[src/rtl/stopwatch_pkg.sv]
// Shared types and constants for the stopwatch digit source: FSM states,
// digit layout, segment bit positions and the BCD to 7-segment mapping.
package stopwatch_pkg;

   typedef enum logic [1:0] {
      ST_IDLE  = 2'd0,
      ST_RUN   = 2'd1,
      ST_PAUSE = 2'd2,
      ST_LAP   = 2'd3
   } sw_state_t;

   localparam int NUM_DIGITS = 9;

   localparam int SEG_TOP = 0;
   localparam int SEG_UL  = 1;
   localparam int SEG_UR  = 2;
   localparam int SEG_MID = 3;
   localparam int SEG_LR  = 4;
   localparam int SEG_LL  = 5;
   localparam int SEG_BOT = 6;

   localparam logic [6:0] SEG_ZERO  = 7'b1110111;
   localparam logic [6:0] SEG_BLANK = 7'b0000000;

   // Per-digit maximum, digit k in [4k+3:4k]: HH 99, MM 59, SS 59, mmm 999.
   localparam logic [35:0] DIGIT_MAX = 36'h999959599;

   function automatic logic [6:0] seg_mask(input int idx);
      seg_mask = 7'b0000001 << idx;
   endfunction

   function automatic logic [6:0] bcd_to_seg(input logic [3:0] d);
      logic [6:0] m;
      m = SEG_BLANK;
      case (d)
         4'd0: m = seg_mask(SEG_TOP) | seg_mask(SEG_UL) | seg_mask(SEG_UR) |
                   seg_mask(SEG_LR) | seg_mask(SEG_LL) | seg_mask(SEG_BOT);
         4'd1: m = seg_mask(SEG_UR) | seg_mask(SEG_LR);
         4'd2: m = seg_mask(SEG_TOP) | seg_mask(SEG_UR) | seg_mask(SEG_MID) |
                   seg_mask(SEG_LL) | seg_mask(SEG_BOT);
         4'd3: m = seg_mask(SEG_TOP) | seg_mask(SEG_UR) | seg_mask(SEG_MID) |
                   seg_mask(SEG_LR) | seg_mask(SEG_BOT);
         4'd4: m = seg_mask(SEG_UL) | seg_mask(SEG_UR) | seg_mask(SEG_MID) |
                   seg_mask(SEG_LR);
         4'd5: m = seg_mask(SEG_TOP) | seg_mask(SEG_UL) | seg_mask(SEG_MID) |
                   seg_mask(SEG_LR) | seg_mask(SEG_BOT);
         4'd6: m = seg_mask(SEG_TOP) | seg_mask(SEG_UL) | seg_mask(SEG_MID) |
                   seg_mask(SEG_LR) | seg_mask(SEG_LL) | seg_mask(SEG_BOT);
         4'd7: m = seg_mask(SEG_TOP) | seg_mask(SEG_UR) | seg_mask(SEG_LR);
         4'd8: m = 7'b1111111;
         4'd9: m = seg_mask(SEG_TOP) | seg_mask(SEG_UL) | seg_mask(SEG_UR) |
                   seg_mask(SEG_MID) | seg_mask(SEG_LR) | seg_mask(SEG_BOT);
         default: m = SEG_BLANK;
      endcase
      return m;
   endfunction

endpackage

[src/rtl/sw_seg7_encode.sv]
// Combinational BCD digit to 7-segment mask (1 = lit); codes above 9 are dark.
module sw_seg7_encode
   import stopwatch_pkg::*;
(
   input  logic [3:0] bcd,
   output logic [6:0] seg
);

   assign seg = bcd_to_seg(bcd);

endmodule

[src/rtl/stopwatch_digit_source.sv]
// Stopwatch timekeeper: ms prescaler, cascaded BCD counters, start/stop/lap/clear
// FSM, and a frame-synchronous output register feeding the display.
module stopwatch_digit_source
   import stopwatch_pkg::*;
#(
   parameter int MS_DIV = 100000
) (
   input  logic        CLK,
   input  logic        RST,
   input  logic        start_stop,
   input  logic        lap,
   input  logic        clear,
   input  logic        frame_sync,
   output logic [35:0] digit_bcd,
   output logic [62:0] seg,
   output logic        running,
   output logic        lap_active,
   output logic        wrap
);

   localparam int PW = (MS_DIV > 1) ? $clog2(MS_DIV) : 1;

   sw_state_t   state_q, state_d;
   logic [PW-1:0] presc_q;
   logic [35:0] live_q, live_d;
   logic [35:0] lap_q;
   logic [35:0] src_bcd;
   logic [62:0] src_seg;
   logic        counting, ms_tick, carry, lap_capture;
   logic        run_d, lap_d;

   // State register.
   always_ff @(posedge CLK) begin
      if (RST) state_q <= ST_IDLE;
      else     state_q <= state_d;
   end

   // Next state; clear beats start_stop, which beats lap.
   always_comb begin
      state_d = state_q;
      if (clear) begin
         state_d = ST_IDLE;
      end else if (start_stop) begin
         case (state_q)
            ST_IDLE:  state_d = ST_RUN;
            ST_RUN:   state_d = ST_PAUSE;
            ST_LAP:   state_d = ST_PAUSE;
            ST_PAUSE: state_d = ST_RUN;
            default:  state_d = ST_IDLE;
         endcase
      end else if (lap) begin
         case (state_q)
            ST_RUN:  state_d = ST_LAP;
            ST_LAP:  state_d = ST_RUN;
            default: state_d = state_q;
         endcase
      end
   end

   // FSM-derived controls.
   always_comb begin
      counting    = (state_q == ST_RUN) || (state_q == ST_LAP);
      lap_capture = !clear && !start_stop && lap && (state_q == ST_RUN);
      run_d       = (state_d == ST_RUN) || (state_d == ST_LAP);
      lap_d       = (state_d == ST_LAP);
   end

   assign ms_tick = counting && (presc_q == PW'(MS_DIV - 1));

   // Ripple the tick from ms-units (digit 8) up to hour-tens (digit 0);
   // carry surviving past digit 0 means the whole display rolled over.
   always_comb begin
      live_d = live_q;
      carry  = ms_tick;
      for (int k = NUM_DIGITS - 1; k >= 0; k--) begin
         if (carry) begin
            if (live_q[4*k +: 4] == DIGIT_MAX[4*k +: 4]) begin
               live_d[4*k +: 4] = 4'd0;
            end else begin
               live_d[4*k +: 4] = live_q[4*k +: 4] + 4'd1;
               carry            = 1'b0;
            end
         end
      end
   end

   assign src_bcd = (state_q == ST_LAP) ? lap_q : live_q;

   for (genvar k = 0; k < NUM_DIGITS; k++) begin : g_enc
      sw_seg7_encode u_enc (
         .bcd (src_bcd[4*k +: 4]),
         .seg (src_seg[7*k +: 7])
      );
   end

   always_ff @(posedge CLK) begin
      if (RST) begin
         presc_q    <= '0;
         live_q     <= '0;
         lap_q      <= '0;
         digit_bcd  <= '0;
         seg        <= {NUM_DIGITS{SEG_ZERO}};
         running    <= 1'b0;
         lap_active <= 1'b0;
         wrap       <= 1'b0;
      end else begin
         if (clear) begin
            presc_q <= '0;
            live_q  <= '0;
         end else begin
            if (counting) presc_q <= ms_tick ? '0 : presc_q + PW'(1);
            live_q <= live_d;
         end
         if (lap_capture) lap_q <= live_q;
         // The output register is the shadow: it only moves on frame_sync.
         if (frame_sync) begin
            digit_bcd <= src_bcd;
            seg       <= src_seg;
         end
         running    <= run_d;
         lap_active <= lap_d;
         wrap       <= carry && !clear;
      end
   end

endmodule

[config.mk]
export PLATFORM = sky130hd
export DESIGN_NAME = stopwatch_digit_source
export DESIGN_NICKNAME = d
export VERILOG_FILES = /design/src/rtl/stopwatch_pkg.sv /design/src/rtl/sw_seg7_encode.sv /design/src/rtl/stopwatch_digit_source.sv
export SDC_FILE = /design/constraint.sdc
export NUM_CORES = 1
export LEC_CHECK = 0
export BUFFER_PORTS_ARGS = -buffer_cell sky130_fd_sc_hd__buf_2
export CAP_MARGIN = 20
export CORE_UTILIZATION = 51
export DETAILED_ROUTE_END_ITERATION = 16
export GPL_TIMING_DRIVEN = 0
export PLACE_DENSITY = 0.71
export SKIP_LAST_GASP = 1
export SLEW_MARGIN = 20
export SYNTH_ARGS = -nofsm -noshare
export SYNTH_HDL_FRONTEND = slang
export SYNTH_HIERARCHICAL = 1
export SYNTH_SLANG_ARGS = --single-unit
[constraint.sdc]
create_clock -name CLK -period 3.8 [get_ports CLK]
set_input_delay 0.57 -clock CLK [delete_from_list [all_inputs] [get_ports CLK]]
set_output_delay 0.57 -clock CLK [all_outputs]
set_load 0.1 [all_outputs]
[Word-level counts from Yosys, hierarchy flattened]
Memories as Yosys holds them, arrays and structs flattened. A register that Yosys moved wholly into a read port is not among the register bits.
Index checks and enable logic that the tools add are counted.
Operators by class
  $add $sub $neg: 10
  equal/unequal tests: 15
  multiplexer cells: 34
  reductions and logical operators: 13
Operators with widths (number)
  4-bit by 1-bit adder with 4-bit output (second input constant): 9
  36-bit 2-to-1 mux: 1
  4-bit 2-to-1 mux: 9
  4-bit equality test (second input constant): 7
  1-bit 2-to-1 mux: 18
  17-bit by 1-bit adder with 17-bit output (second input constant): 1
  17-bit equality test (second input constant): 1
  17-bit 2-to-1 mux: 1
  4-bit by 3-bit equality test with 1-bit output (second input constant): 2
  2-bit one-hot mux with 2 select lines: 2
  2-bit equality test (second input constant): 3
  2-bit 2-to-1 mux: 3
  2-bit OR reduction: 3
  1-bit logical AND: 5
  2-bit by 1-bit equality test with 1-bit output (second input constant): 2
  1-bit logical NOT: 2
  2-bit logical NOT: 1
  1-bit logical OR: 2
Storage, ports and cells
  flip-flop bits (word level): 130
  bits in read-only memories: 1008
  input port bits: 6
  output and inout port bits: 102
  memories: 9
Memories
  (name not given): depth 16, width 7, read ports 1, clocked after memory_dff 1, wr ports 0, line stopwatch_pkg.sv:35  | case (d)
  (name not given): depth 16, width 7, read ports 1, clocked after memory_dff 1, wr ports 0, line stopwatch_pkg.sv:35
  (name not given): depth 16, width 7, read ports 1, clocked after memory_dff 1, wr ports 0, line stopwatch_pkg.sv:35
  (name not given): depth 16, width 7, read ports 1, clocked after memory_dff 1, wr ports 0, line stopwatch_pkg.sv:35
  (name not given): depth 16, width 7, read ports 1, clocked after memory_dff 1, wr ports 0, line stopwatch_pkg.sv:35
  (name not given): depth 16, width 7, read ports 1, clocked after memory_dff 1, wr ports 0, line stopwatch_pkg.sv:35
  3 more memories

[Longest topological paths before layout]
Gate-level depths: netlist of the first run.
  depth after elaboration: 13
  mapped depth: 11

[Modules after synthesis]
Netlist of the first run, hierarchy kept.
By module, submodules not included
  stopwatch_digit_source: instances 1, cells an instance 885, area an instance 8081.5 um2, seq. area each 3843.7 um2
  sw_seg7_encode (g_enc[1].u_enc ...): instances 7, cells an instance 26, area an instance 205.2 um2, seq. area each 0.0 um2
  sw_seg7_encode (g_enc[3].u_enc): instances 1, cells an instance 28, area an instance 224.0 um2, seq. area each 0.0 um2
  sw_seg7_encode (g_enc[0].u_enc): instances 1, cells an instance 26, area an instance 201.4 um2, seq. area each 0.0 um2

[Worst setup path before layout of the first run]
OpenSTA, ideal clock, no wires.
  path kind: reg-to-reg
  from: reg state_q[0]
  to: reg seg[15]
  arrival time: 3.299 ns
  slack: 0.381 ns
  cell stages (with the launch flop): 11
  path buffers: 2
  period minus slack after synthesis: 3.419 ns
  path through: dfxtp_1 ha_1 buf_1 clkbuf_1 nand2_1 o21ai_0 inv_1 ha_1 a21oi_2 o22ai_2 a211o_1
On the way
  longest elaborated chain between the ends: 2
RTL lines
  start: declaration: line stopwatch_digit_source.sv:23  | sw_state_t state_q, state_d;
  start signal: assignment: line stopwatch_digit_source.sv:35  | else state_q <= state_d;
  2-bit equality test: line stopwatch_digit_source.sv:87  | assign src_bcd = (state_q == ST_LAP) ? lap_q : live_q;
  36-bit 2-to-1 mux: line stopwatch_digit_source.sv:87
  named net src_bcd[9]: line stopwatch_digit_source.sv:27  | logic [35:0] src_bcd;
  end: declaration: line stopwatch_digit_source.sv:15  | output logic [62:0] seg,
The timed path passes the listed nets, and every way through them passes these cells.
A chain may end at the register's enable or synchronous reset.

[Worst setup path after layout of the first run]
  from: reg state_q[0]
  to: reg seg[41]
The elaborated chain is that of the path after synthesis.

==> results.md, run 1 <==
- The first global-routing pass estimated 39.05 mm of wire.
- The count of unresolved DRC violations after routing is 0.
- Data arrives at the worst endpoint at 3.83 ns.
- Leaving out fill and tap cells, the most frequent cells in the layout are 192 x sky130_fd_sc_hd__dfxtp_1, 115 x sky130_fd_sc_hd__nand2_1, 106 x sky130_fd_sc_hd__buf_2.
- For this design the ratio of total power to cell area is 382.9 mW/mm^2.
- Clock skew on the completed layout was measured at 0.01230 ns.
- The I/O pin total is 108.
- Data on the critical path is required at its endpoint by 4.13 ns.
- The worst path needs 3.494 ns of the cycle, external delays included.
- The layout has 1,735 filler cells.
- The H-tree level count is 4.
- The worst slew margin relative to its limit is 0.3296.
- The total congestion overflow is 0.
- The top-area cell type share of the netlist area is 0.3866.
- The placer's final routability congestion estimate is 0.8748.
- The number of hold violations in the final report is 0.
- The number of global-route vias before repair was 7,672.
- The flow ran to the end, and the final reports show no timing, DRC or antenna violations.
- The post-route antenna net violation count is 0.
- The worst hold path was traced through 2 stages.
- The number of max-slew violations in the final report was 0.
- The average cell area after synthesis is 8.870 sq um.
- At the pin with the least slew margin, the transition time is 0.9950 ns.
- The part of the Yosys area used for sequential elements is 0.3866.
- The worst register-to-register path begins at state_q[0].
- STA classifies the critical path startpoint as a register.
- The start point of the worst hold path is start_stop.
- The endpoint of the worst hold path is lap_active.
- The post-route non-filler standard cell count is 1,519.
- Sorting the synthesized cells by area gives the leading types as sky130_fd_sc_hd__dfxtp_1 39%, sky130_fd_sc_hd__ha_1 7.4%, sky130_fd_sc_hd__mux2i_1 5.0%, sky130_fd_sc_hd__a211o_1 4.8%, sky130_fd_sc_hd__nand2_1 4.3%.
- The number of hold buffers added after CTS is 0.
- The number of diodes is 0.
- The global-route total usage across every layer is 0.2461.
- Of all nets on the critical path, the largest fanout is 10.
- Leaving out fill and tap cells, the most frequent cell in the layout is sky130_fd_sc_hd__dfxtp_1.
- The die covers 0.02006 sq mm.
- Of all cell types, the one taking the most synthesized area is sky130_fd_sc_hd__dfxtp_1.
- The final standard cell utilization of the core is 0.6050.
- After technology mapping, the gate count stands at 1,121.
- In this run, the number of DRC markers left after iteration 0 of detailed routing was 438.
- The critical path is of the register to register type.
- The highest clock frequency the design can meet is 0.2862 GHz.
- Post-CTS timing repair inserted 0 buffers for setup.
- The most used flip-flop cell after synthesis is sky130_fd_sc_hd__dfxtp_1.
- Counting tap cells, the placed design contains a total of 1,487 instances.
- The initial utilization of the core area, before any placement, comes to 0.5263.
- The clock insertion delay at the later pin of the skew report is 0.44 ns.
- The number of setup violations in the final report is 0.
- The die is 141.6 um wide.
- The tightest hold margin is 0.3871 ns.
- The cell depth of the worst flop-to-flop path is 10.
- The number of storage elements in the synthesis netlist is 192.
- The analysis attributes to cell leakage a power of 4.297 nW.
- After synthesis the cells add up to 0.009943 sq mm.
- Setup repair after global routing left no endpoint under its margin.
- The via density per instance is 5.467.
- The period utilization is 0.9194.
- The count of flip-flops with a built-in enable after synthesis is 0.
- The number of nets in the layout is 1,311.
- The maximum resistive drop on vdd is 0.3220 mV.
- The root buffer cell is sky130_fd_sc_hd__clkbuf_16.
- After detailed routing, the average wire length per cell comes to 15.80 um.
- The clock buffer count from CTS is 17.
- The number of input and output port buffers inserted is 106.
- The pre-antenna-repair detailed-routing pass consisted of 5 iterations.
- The initial antenna violation count is 0.
- When the netlist entered floorplanning its net count stood at 1,186.
- The maximum clock insertion buffer count is 2.
- After floorplanning, the core was sized to cover 0.01889 sq mm.
- The max-cap check violation count is 0.
- The count of distinct cell types in the synthesized netlist is 64.
- TritonCTS built the clock tree.
- For this design, the sink count on the clock tree is 192.
- The endpoint of the worst-slack reg-to-reg timing path is seg[41].
- The type of the tightest min-delay check is primary input to register.
- Clock-pin slew was measured on the worst setup and hold paths at 0.07 ns.
- The floorplan has 50 rows.
- For this run, asynchronously set or reset flops after synthesis account for 0.
- Entering global routing, the biggest net connects 17 pins.
- The area growth from synthesis to layout is 14.95%.
- The die height is 141.6 um.
- The worst setup path is captured at a register.
- For this run, the number of Yosys warnings is 6.
- The post-cts resize count is 0.
- After routing, the total negative slack on setup checks comes to 0 ns.
- Summed over all layers, the routed wires come to 24.00 mm.
- The worst register-to-register path has a setup slack of 0.31 ns.
- The total half-perimeter wirelength after legalization and detailed placement is 17.34 mm.
- The via total after detailed routing is 8,304.
- Of the cells placed in the final design, the portion with a size suffix greater than 1 is 0.1771.
worst max path at each step:
stage,start,to,slack (ns),cells past startpoint
floorplan,state_q[0],seg[15],0.38,10
global placement,state_q[0],seg[55],0.21,9
detailed placement,state_q[0],seg[41],0.30,10
CTS,state_q[0],seg[41],0.23,10
global route,state_q[0],seg[15],0.08,10
finish,state_q[0],seg[41],0.31,10
cell usage after synthesis, types with 3 or more instances:
cell / instances
sky130_fd_sc_hd__dfxtp_1: 192
sky130_fd_sc_hd__nand2_1: 115
sky130_fd_sc_hd__nor2_1: 95
sky130_fd_sc_hd__a21oi_1: 67
sky130_fd_sc_hd__nor2b_1: 64
sky130_fd_sc_hd__inv_1: 63
sky130_fd_sc_hd__ha_1: 59
sky130_fd_sc_hd__a211o_1: 54
sky130_fd_sc_hd__o21ai_0: 52
sky130_fd_sc_hd__mux2i_1: 50
sky130_fd_sc_hd__clkbuf_1: 41
sky130_fd_sc_hd__mux2_2: 26
sky130_fd_sc_hd__xnor2_1: 22
sky130_fd_sc_hd__buf_1: 15
sky130_fd_sc_hd__or3_1: 14
sky130_fd_sc_hd__nand4_1: 13
sky130_fd_sc_hd__o22ai_1: 13
sky130_fd_sc_hd__a21oi_2: 9
sky130_fd_sc_hd__nand3_1: 9
sky130_fd_sc_hd__xor2_1: 9
sky130_fd_sc_hd__a21o_2: 8
sky130_fd_sc_hd__a22o_1: 8
sky130_fd_sc_hd__nand2_2: 8
sky130_fd_sc_hd__nor2b_4: 8
sky130_fd_sc_hd__nor3_1: 8
sky130_fd_sc_hd__o21ai_2: 8
sky130_fd_sc_hd__o22ai_2: 8
sky130_fd_sc_hd__o21ai_1: 7
sky130_fd_sc_hd__a31oi_1: 6
sky130_fd_sc_hd__nor3b_1: 6
sky130_fd_sc_hd__nor4bb_1: 5
sky130_fd_sc_hd__or4_1: 4
sky130_fd_sc_hd__a211oi_1: 3
sky130_fd_sc_hd__a41o_1: 3
sky130_fd_sc_hd__nand4bb_1: 3
sky130_fd_sc_hd__o21a_1: 3
cell type report:
cell class,count,area (sq um),share of cell area
Multi-Input combinational cell,808,5630,0.4926
Clock inverter,12,183.9,0.01609
Timing Repair Buffer,106,530.5,0.04641
Clock buffer,20,446.7,0.03908
Inverter,63,236.5,0.02069
Tap cell,260,325.3,0.02846
Sequential cell,192,3844,0.3363
Buffer,58,232.7,0.02036
report_power, final:
group / total (mW) / switching [mW] / leakage [nW] / internal [mW]
Sequential: 2.05 / 0.0134 / 1.56 / 2.04
Clock: 1.92 / 0.796 / 0.301 / 1.13
Combinational: 0.402 / 0.323 / 2.44 / 0.0791
stage by stage:
step	power, mW	worst slack, ns	cell area (sq um)
after CTS	4.410	0.2334	11430
final	4.377	0.3062	11430
after global placement	2.500	0.2057	10800
after global routing	4.513	0.07810	11430
after detailed placement	2.502	0.3045	10800
after floorplan	2.427	0.3810	9943
cells by family after synthesis:
| family | after synthesis | share of synthesized area |
|---|---|---|
| simple gates | 379 | 0.2028 |
| compound gates | 263 | 0.1821 |
| flops | 192 | 0.3866 |
| buf+inv | 121 | 0.04719 |
| mux | 76 | 0.07978 |
| fa+ha+maj | 59 | 0.07424 |
| xor+xnor | 31 | 0.02731 |
worst max-delay path, cell delays in order, from the launching register on:
cell	delay, ns
sky130_fd_sc_hd__dfxtp_1	0.40
sky130_fd_sc_hd__ha_1	0.30
sky130_fd_sc_hd__buf_1	0.49
sky130_fd_sc_hd__clkbuf_1	0.56
sky130_fd_sc_hd__nand2_1	0.10
sky130_fd_sc_hd__o21ai_1	0.45
sky130_fd_sc_hd__inv_1	0.24
sky130_fd_sc_hd__ha_1	0.36
sky130_fd_sc_hd__inv_1	0.05
sky130_fd_sc_hd__o21ai_0	0.13
sky130_fd_sc_hd__a211o_1	0.31
registers in the layout, indices dropped and copies added (netlist names):
name	count
seg	63
lap_q	36
digit_bcd	36
state_q	2
live_q	36
presc_q	17
wrap	1
lap_active	1
routing by layer:
metal	vias up	track usage	wire, um
met2	166	0.4216	11480
met5	-	0	0
met4	0	0.08489	473
met1	3968	0.3094	11050
met3	34	0.04624	986
li1	4136	-	-
No activity file was read; power rests on OpenSTA's default activity.
==> run 2: changes to the inputs <==
--- a/config.mk
+++ b/config.mk
@@ -6,11 +6,11 @@
 export NUM_CORES = 1
 export LEC_CHECK = 0
 export BUFFER_PORTS_ARGS = -buffer_cell sky130_fd_sc_hd__buf_2
-export CAP_MARGIN = 20
+export CAP_MARGIN = 10
 export CORE_UTILIZATION = 51
 export DETAILED_ROUTE_END_ITERATION = 16
 export GPL_TIMING_DRIVEN = 0
-export PLACE_DENSITY = 0.71
+export PLACE_DENSITY = 0.74
 export SKIP_LAST_GASP = 1
 export SLEW_MARGIN = 20
 export SYNTH_ARGS = -nofsm -noshare
==> constraint.sdc (replaced) <==
create_clock -name CLK -period 3.11 [get_ports CLK]
set_input_delay 0.4665 -clock CLK [delete_from_list [all_inputs] [get_ports CLK]]
set_output_delay 0.4665 -clock CLK [all_outputs]
set_load 0.1 [all_outputs]
==> run 2 against run 1 <==
Setup slack worse by 0.15 ns. Final area about the same. Die area unchanged. Maximum frequency up 18%. Sequential share of layout area about the same. Critical path type unchanged.
==> results.md, run 2 (synthesis results as in run 1) <==
- The run finished with clean final reports.
- The worst setup margin is 0.1525 ns (-0.1537 ns).
- In the layout the commonest cells are 191 x sky130_fd_sc_hd__dfxtp_1, 115 x sky130_fd_sc_hd__nand2_1, 108 x sky130_fd_sc_hd__buf_2.
- The share of post-route cells with drive strength above 1 is 0.1835 (+0.006354).
- The placer's final routability congestion estimate is 0.8802 (+0.62%).
- The cell depth of the worst flop-to-flop path came to 9 (-1).
- The via total after detailed routing is 8,375 (+0.86%).
- The period utilization is 0.9510 (+0.03155).
- In this run the critical register-to-register path is captured at seg[55].
- The number of setup violations in the final report was 0 (unchanged).
- The root buffer cell is sky130_fd_sc_hd__clkbuf_16.
- The number of global-route vias before repair was 7,933 (+3.4%).
- The first-pass iteration count of the detailed router is 5 (unchanged).
- The power density normalized to cell area is 463.1 mW/mm^2 (+21%).
- The width of the chip is 141.6 um (unchanged).
- The initial antenna violation count is 0 (unchanged).
- The count of standard-cell rows is 50 (unchanged).
- The max-cap check violation count is 0 (unchanged).
- The placed instance area is 0.01080 sq mm (about the same).
- Leaving out fill and tap cells, the most frequent cell in the layout is sky130_fd_sc_hd__dfxtp_1.
- The number of hold violations in the final report is 0 (unchanged).
- The worst setup skew after layout is 0.009908 ns (-0.002396 ns).
- The number of flip-flops in the largest register is 63 (unchanged).
- The total congestion overflow is 0 (unchanged).
- The number of design-rule violations left by the first detailed-router iteration is 424 (-3.2%).
- The buffers inserted during post-CTS setup optimization is 0 (unchanged).
- The total non-filler cell area in the finished layout was 0.01143 sq mm (about the same).
- STA classifies the critical path endpoint as a register.
- The core region area is 0.01889 sq mm (unchanged).
- The type of the tightest min-delay check is primary input to register.
- The pin count of the biggest net entering global routing is 18 (+1).
- The number of nets in the layout is 1,311 (unchanged).
- The buffers plus inverters on the worst setup path is 3 (-1).
- The post-route antenna net violation count is 0 (unchanged).
- The clock input transition at the sequential cells of the worst setup and hold paths was 0.07 ns (about the same).
- The signal arrival time at the worst endpoint is 3.28 ns (-0.55 ns).
- The total detailed-routing wirelength came to 24.26 mm (+1.1%).
- The wire length of the first global-routing pass is 39.82 mm (+2.0%).
- The final standard cell utilization of the core is 0.6049 (about the same).
- TritonCTS built the clock tree.
- The critical-path maximum fanout came to 10 (unchanged).
- The H-tree level count was 4 (unchanged).
- The data required time at the worst endpoint is 3.43 ns (-0.70 ns).
- The floorplan die area came to 0.02006 sq mm (unchanged).
- The depth of the critical timing path with buffers and inverters included was 9 (-1).
- The overall power of the completed layout is 5.292 mW (+21%).
- The area growth from synthesis to layout was 14.94% (about the same).
- The sink count of the clock tree is 192 (unchanged).
- The total area of sequential cells is 0.003845 sq mm (about the same).
- The number of input and output port buffers inserted is 106 (unchanged).
- The post-placement setup slack is -0.3086 ns (-0.6130 ns).
- Setup repair after global routing could not meet its margin everywhere.
- The area of the multi-input gates is 0.005638 sq mm (+0.13%).
- The starting density of the core is 0.5263 (unchanged).
- The number of placed instances, taps included is 1,487 (unchanged).
- The tightest hold margin was 0.2900 ns (-0.09717 ns).
- The layout filler cell count was 1,705 (-1.7%).
- The worst slew margin relative to its limit came to 0.3438 (+0.01413).
- The die height is 141.6 um (unchanged).
- The number of hold buffers added after CTS is 0 (unchanged).
- The number of max-slew violations in the final report is 0 (unchanged).
- The total half-perimeter wirelength after legalization and detailed placement is 17.42 mm (+0.43%).
- The source of the critical timing path is state_q[0].
- The leakage power figure was 4.303 nW (+0.15%).
- The post-cts resize count is 5 (+5).
- The count of unresolved DRC violations after routing is 0 (unchanged).
- The maximum resistive drop on vdd came to 0.4119 mV (+28%).
- The highest cell delay on the worst timing path is 0.61 ns (+0.05 ns).
- The number of diodes is 0 (unchanged).
- The reg2reg setup slack is 0.15 ns (-0.15 ns).
- The actual transition at the worst max-transition pin was 0.9741 ns (-0.02097 ns).
- The worst setup path is of the register to register kind.
- The I/O pin total came to 108 (unchanged).
- The cell family with the largest share of critical-path delay is buffers and inverters.
- The kind of start point of the critical path is a register.
- The setup TNS is 0 ns (unchanged).
- The global-route total usage across every layer is 0.2478 (+0.001696).
- More flip-flops sit in one register than any other, and that register is seg.
- Walking the worst path, the cells encountered are ha_1, clkbuf_1, nand2_1, o21ai_1, inv_1, ha_1, inv_1, o21ai_0, a211o_1.
- The maximum clock insertion buffer count was 2 (unchanged).
- The final routed wire length divided by cell count is 15.97 um (+1.1%).
- The clock buffer count from CTS came to 17 (unchanged).
- The clock insertion delay at the later pin of the skew report is 0.44 ns (about the same).
- The highest clock frequency the design can meet came to 0.3381 GHz (+18%).
- The worst setup path endpoint is seg[55].
- The via density per instance came to 5.513 (+0.86%).
- The minimum clock period came to 2.958 ns (-0.5363 ns).
- The critical-path cell with the highest stage delay is sky130_fd_sc_hd__clkbuf_1.
- The post-route non-filler standard cell count is 1,519 (unchanged).
- The startpoint identified for the worst register-to-register timing path is state_q[0].
[run 2: changes by cell type in the layout (fill, tap and decap cells not counted), sizes merged]
cell	before	now
bufinv	4	3
inv	64	68
clkinvlp	2	4
clkinv	5	2
clkbuf	61	59
[run 2: where the power goes]
part           internal [mW]  leakage [nW]  switching [mW]
registers               2.49          1.56          0.0159
clock network           1.30         0.290           0.991
logic                 0.0968          2.45           0.396
[run 2: per-layer routing]
metal | global-route usage | part of all wire | vias up
met5 | 0 | 0 | -
met4 | 0.06282 | 0.012 | 0
met3 | 0.04792 | 0.044 | 29
met2 | 0.4325 | 0.49 | 178
met1 | 0.3127 | 0.45 | 4036
li1 | - | - | 4132
[run 2: layout make-up]
class,instances,share of cell area
inverters,63,0.02069
repair buffers,106,0.04642
flip-flops and latches,192,0.3364
plain buffers,58,0.02069
clock inverters,14,0.01555
clock buffers,18,0.03843
multi-input cells,808,0.4933
well taps,260,0.02846
[run 2: how the worst min path moves through the flow]
stage	cells past startpoint	end	startpoint	slack (ns)
after global routing	2	lap_active	start_stop	0.29
after global placement	2	lap_q[27]	lap_q[27]	0.44
after floorplan	2	lap_q[0]	lap_q[0]	0.43
after detailed placement	2	lap_q[7]	lap_q[7]	0.44
final	2	lap_active	start_stop	0.29
after CTS	2	lap_active	start_stop	0.26
[run 2: worst register-to-register path, delay by kind of cell, from the launching register on]
kind,cells,cell delay (ns)
simple gates,1,0.11
buf+inv,3,0.89
flops,1,0.37
fa+ha+maj,2,0.63
compound gates,3,0.84
==> run 3: changes to the inputs <==
--- a/config.mk
+++ b/config.mk
@@ -7,10 +7,13 @@
 export LEC_CHECK = 0
 export BUFFER_PORTS_ARGS = -buffer_cell sky130_fd_sc_hd__buf_2
 export CAP_MARGIN = 10
-export CORE_UTILIZATION = 51
+export CELL_PAD_IN_SITES_DETAIL_PLACEMENT = 1
+export CELL_PAD_IN_SITES_GLOBAL_PLACEMENT = 1
+export CORE_UTILIZATION = 41
 export DETAILED_ROUTE_END_ITERATION = 16
 export GPL_TIMING_DRIVEN = 0
-export PLACE_DENSITY = 0.74
+export PLACE_DENSITY_LB_ADDON = 0.1
+export REMOVE_ABC_BUFFERS = 1
 export SKIP_LAST_GASP = 1
 export SLEW_MARGIN = 20
 export SYNTH_ARGS = -nofsm -noshare
==> constraint.sdc (replaced) <==
create_clock -name CLK -period 3.11 [get_ports CLK]
set_input_delay 0.933 -clock CLK [delete_from_list [all_inputs] [get_ports CLK]]
set_output_delay 0.933 -clock CLK [all_outputs]
set_load 0.1 [all_outputs]
==> run 3 against run 2 <==
Via count decreased by 5.3%. Non-clock buffer count decreased by 51. Global-route usage decreased by 5.9 points. Count of clock-buffer cells in the layout increased by 3. Flip-flop and latch count unchanged. Clock power decreased by 9.6%. Die area increased by 24%. Core utilization decreased by 12 points. Wire length decreased by 6.6%.
==> results.md, run 3 (synthesis results as in run 1) <==
- The final routed wire length divided by cell count came to 14.84 um (-7.1%).
- The share of post-route cells with drive strength above 1 is 0.1914 (+0.007905).
- The leakage power figure was 4.250 nW (-1.2%).
- The number of hold violations in the final report is 0 (unchanged).
- The source of the critical timing path is state_q[0].
- The CTS tree is done.
- The maximum clock insertion buffer count came to 2 (unchanged).
- From synthesis to final layout, the design area changed by 14.18%.
- The placer's final routability congestion estimate came to 0.7869 (-11%).
- The start-to-end type of the worst setup path is register to register.
- The total non-filler cell area in the finished layout is 0.01135 sq mm (-0.66%).
- The wire length of the first global-routing pass is 38.42 mm (-3.5%).
- The number of design-rule violations left by the first detailed-router iteration is 278 (-34%).
- The number of global-route vias before repair came to 7,835 (-1.2%).
- The buffers plus inverters on the worst setup path was 2 (-1).
- The minimum clock period is 2.906 ns (-0.05156 ns).
- The number of diodes is 0 (unchanged).
- The highest cell delay on the worst timing path is 0.54 ns (-0.07 ns).
- The endpoint of the worst-slack reg-to-reg timing path is live_q[0].
- The number of flip-flops in the largest register is 63 (unchanged).
- The worst register-to-register path begins at state_q[0].
- The sink count of the clock tree was 192 (unchanged).
- The worst setup margin was 0.2041 ns (+0.05157 ns).
- The depth of the critical timing path with buffers and inverters included is 8 (-1).
- The worst slew margin relative to its limit came to 0.2666 (-0.07712).
- The core region area is 0.02361 sq mm (+25%).
- The width of the chip came to 157.7 um (+11%).
- The worst setup skew after layout is 0.01063 ns (+0.0007234 ns).
- The max-cap check violation count is 0 (unchanged).
- The maximum resistive drop on vdd is 0.2842 mV (-31%).
- The number of setup violations in the final report is 0 (unchanged).
- The highest clock frequency the design can meet is 0.3441 GHz (+1.8%).
- The via total after detailed routing was 7,931 (-5.3%).
- The actual transition at the worst max-transition pin is 1.089 ns (+0.1145 ns).
- The endpoint of the worst hold path is lap_q[34].
- The count of unresolved DRC violations after routing is 0 (unchanged).
- The first-pass iteration count of the detailed router is 4 (-1).
- The reg2reg setup slack was 0.20 ns (+0.05 ns).
- The worst setup path is captured at a register.
- The clock buffer count from CTS was 17 (unchanged).
- In this design, the largest share of critical-path delay is due to simple AND/OR/NAND/NOR gates.
- The placed instance area is 0.01079 sq mm (about the same).
- The number of input and output port buffers inserted is 107 (+0.94%).
- The number of placed instances, taps included is 1,494 (+0.47%).
- The post-placement setup slack is -0.2556 ns (+0.05301 ns).
- The data required time at the worst endpoint is 3.46 ns (+0.03 ns).
- The critical-path cell with the highest stage delay is sky130_fd_sc_hd__or4_1.
- The startpoint identified for the worst hold timing path is lap_q[34].
- The starting density of the core is 0.4211 (-0.1052).
- In the layout the commonest cells are 192 x sky130_fd_sc_hd__dfxtp_1, 115 x sky130_fd_sc_hd__nand2_1, 105 x sky130_fd_sc_hd__buf_2.
- The post-route non-filler standard cell count was 1,526 (+0.46%).
- The initial antenna violation count is 0 (unchanged).
- The root buffer cell is sky130_fd_sc_hd__clkbuf_16.
- The number of hold buffers added after CTS is 0 (unchanged).
- The worst hold path depth is 2 (unchanged).
- The most common cell after layout, fill and taps aside is sky130_fd_sc_hd__dfxtp_1.
- The clock input transition at the sequential cells of the worst setup and hold paths is 0.07 ns (about the same).
- The pin count of the biggest net entering global routing was 84 (+66).
- The via density per instance is 5.197 (-5.7%).
- The number of max-slew violations in the final report was 0 (unchanged).
- The kind of start point of the critical path is a register.
- The critical-path maximum fanout is 28 (+18).
- The global-route total usage across every layer is 0.1886 (-0.05921).
- The signal arrival time at the worst endpoint is 3.26 ns (-0.02 ns).
- The period utilization is 0.9344 (-0.01658).
- The clock insertion delay at the later pin of the skew report is 0.44 ns (about the same).
- The post-route antenna net violation count came to 0 (unchanged).
- Setup repair after global routing left no endpoint under its margin.
- The I/O pin total came to 108 (unchanged).
- The cell depth of the worst flop-to-flop path is 8 (-1).
- Traced cell by cell, the critical path runs through ha_4, buf_16, o2111ai_1, nor4_4, buf_4, nand4_2, or4_1, a21oi_1.
- The register containing the most flip-flops in the final layout is seg.
- The tightest hold margin is 0.4534 ns (+0.1635 ns).
- The H-tree level count was 4 (unchanged).
- The total detailed-routing wirelength came to 22.65 mm (-6.6%).
- The count of standard-cell rows came to 56 (+12%).
- The die height is 157.7 um (+11%).
- The power density normalized to cell area is 445.7 mW/mm^2 (-3.8%).
- The overall power of the completed layout was 5.060 mW (-4.4%).
- The floorplan die area is 0.02488 sq mm (+24%).
- The number of nets in the layout is 1,260 (-3.9%).
- The total half-perimeter wirelength after legalization and detailed placement is 15.39 mm (-12%).
- The total congestion overflow is 0 (unchanged).
- The flow ran to the end, and the final reports show no timing, DRC or antenna violations.
- The type of the tightest min-delay check is register to register.
## run 3: cell count changes in the layout (fill, tap and decap cells not counted), sizes merged
cell,delta
bufinv,-3
clkinv,+2
inv,-1
clkinvlp,-2
clkbuf,-38
buf,-10
## run 3: repair_timing
item	CTS	global route
gates cloned	0	0
pin swaps	1	1
setup buffers	0	1
resized for setup	1	1
setup endpoints to repair	19	12
## run 3: worst max-delay path by stage
stage,to,slack (ns)
2_1_floorplan,lap_q[0],-1.25
4_1_cts,live_q[0],0.05
3_3_place_gp,lap_q[29],-3.25
6_report,live_q[0],0.20
5_1_grt,live_q[0],0.01
3_5_place_dp,live_q[0],-0.26
## run 3: power by group
part / internal (mW) / switching [mW] / total (mW) / leakage [nW]
Sequential: 2.49 / 0.0166 / 2.51 / 1.56
Clock: 1.08 / 0.997 / 2.07 / 0.262
Combinational: 0.0986 / 0.380 / 0.479 / 2.43
Total: 3.67 / 1.39 / 5.06 / 4.25
## run 3: metal layers
layer  GRT usage  part of all wire
met5           0                 0
met4     0.04300            0.0087
met3     0.03559             0.024
met2      0.3231              0.48
met1      0.2436              0.49
## run 3: tightest hold or removal path: stages, from the launching register on
cell and delay (ns):
sky130_fd_sc_hd__dfxtp_1 0.31, sky130_fd_sc_hd__nand2_1 0.05, sky130_fd_sc_hd__a21oi_1 0.05
## run 3: area by class of cell
class	instances	area, sq um
inverters	63	236.5
multi-input cells	808	5677
repair buffers	113	656.9
fillers	2807	12260
clock buffers	21	460.4
well taps	319	399.1
flip-flops and latches	192	3844
clock inverters	10	80.08
## run 3: through the flow
step / TNS [ns] / utilization
floorplan: -109.47 / -
global placement: -259.97 / 0.4508
detailed placement: -2.159 / 0.4571
CTS: 0 / 0.4804
global route: 0 / 0.4808
finish: 0 / 0.4808
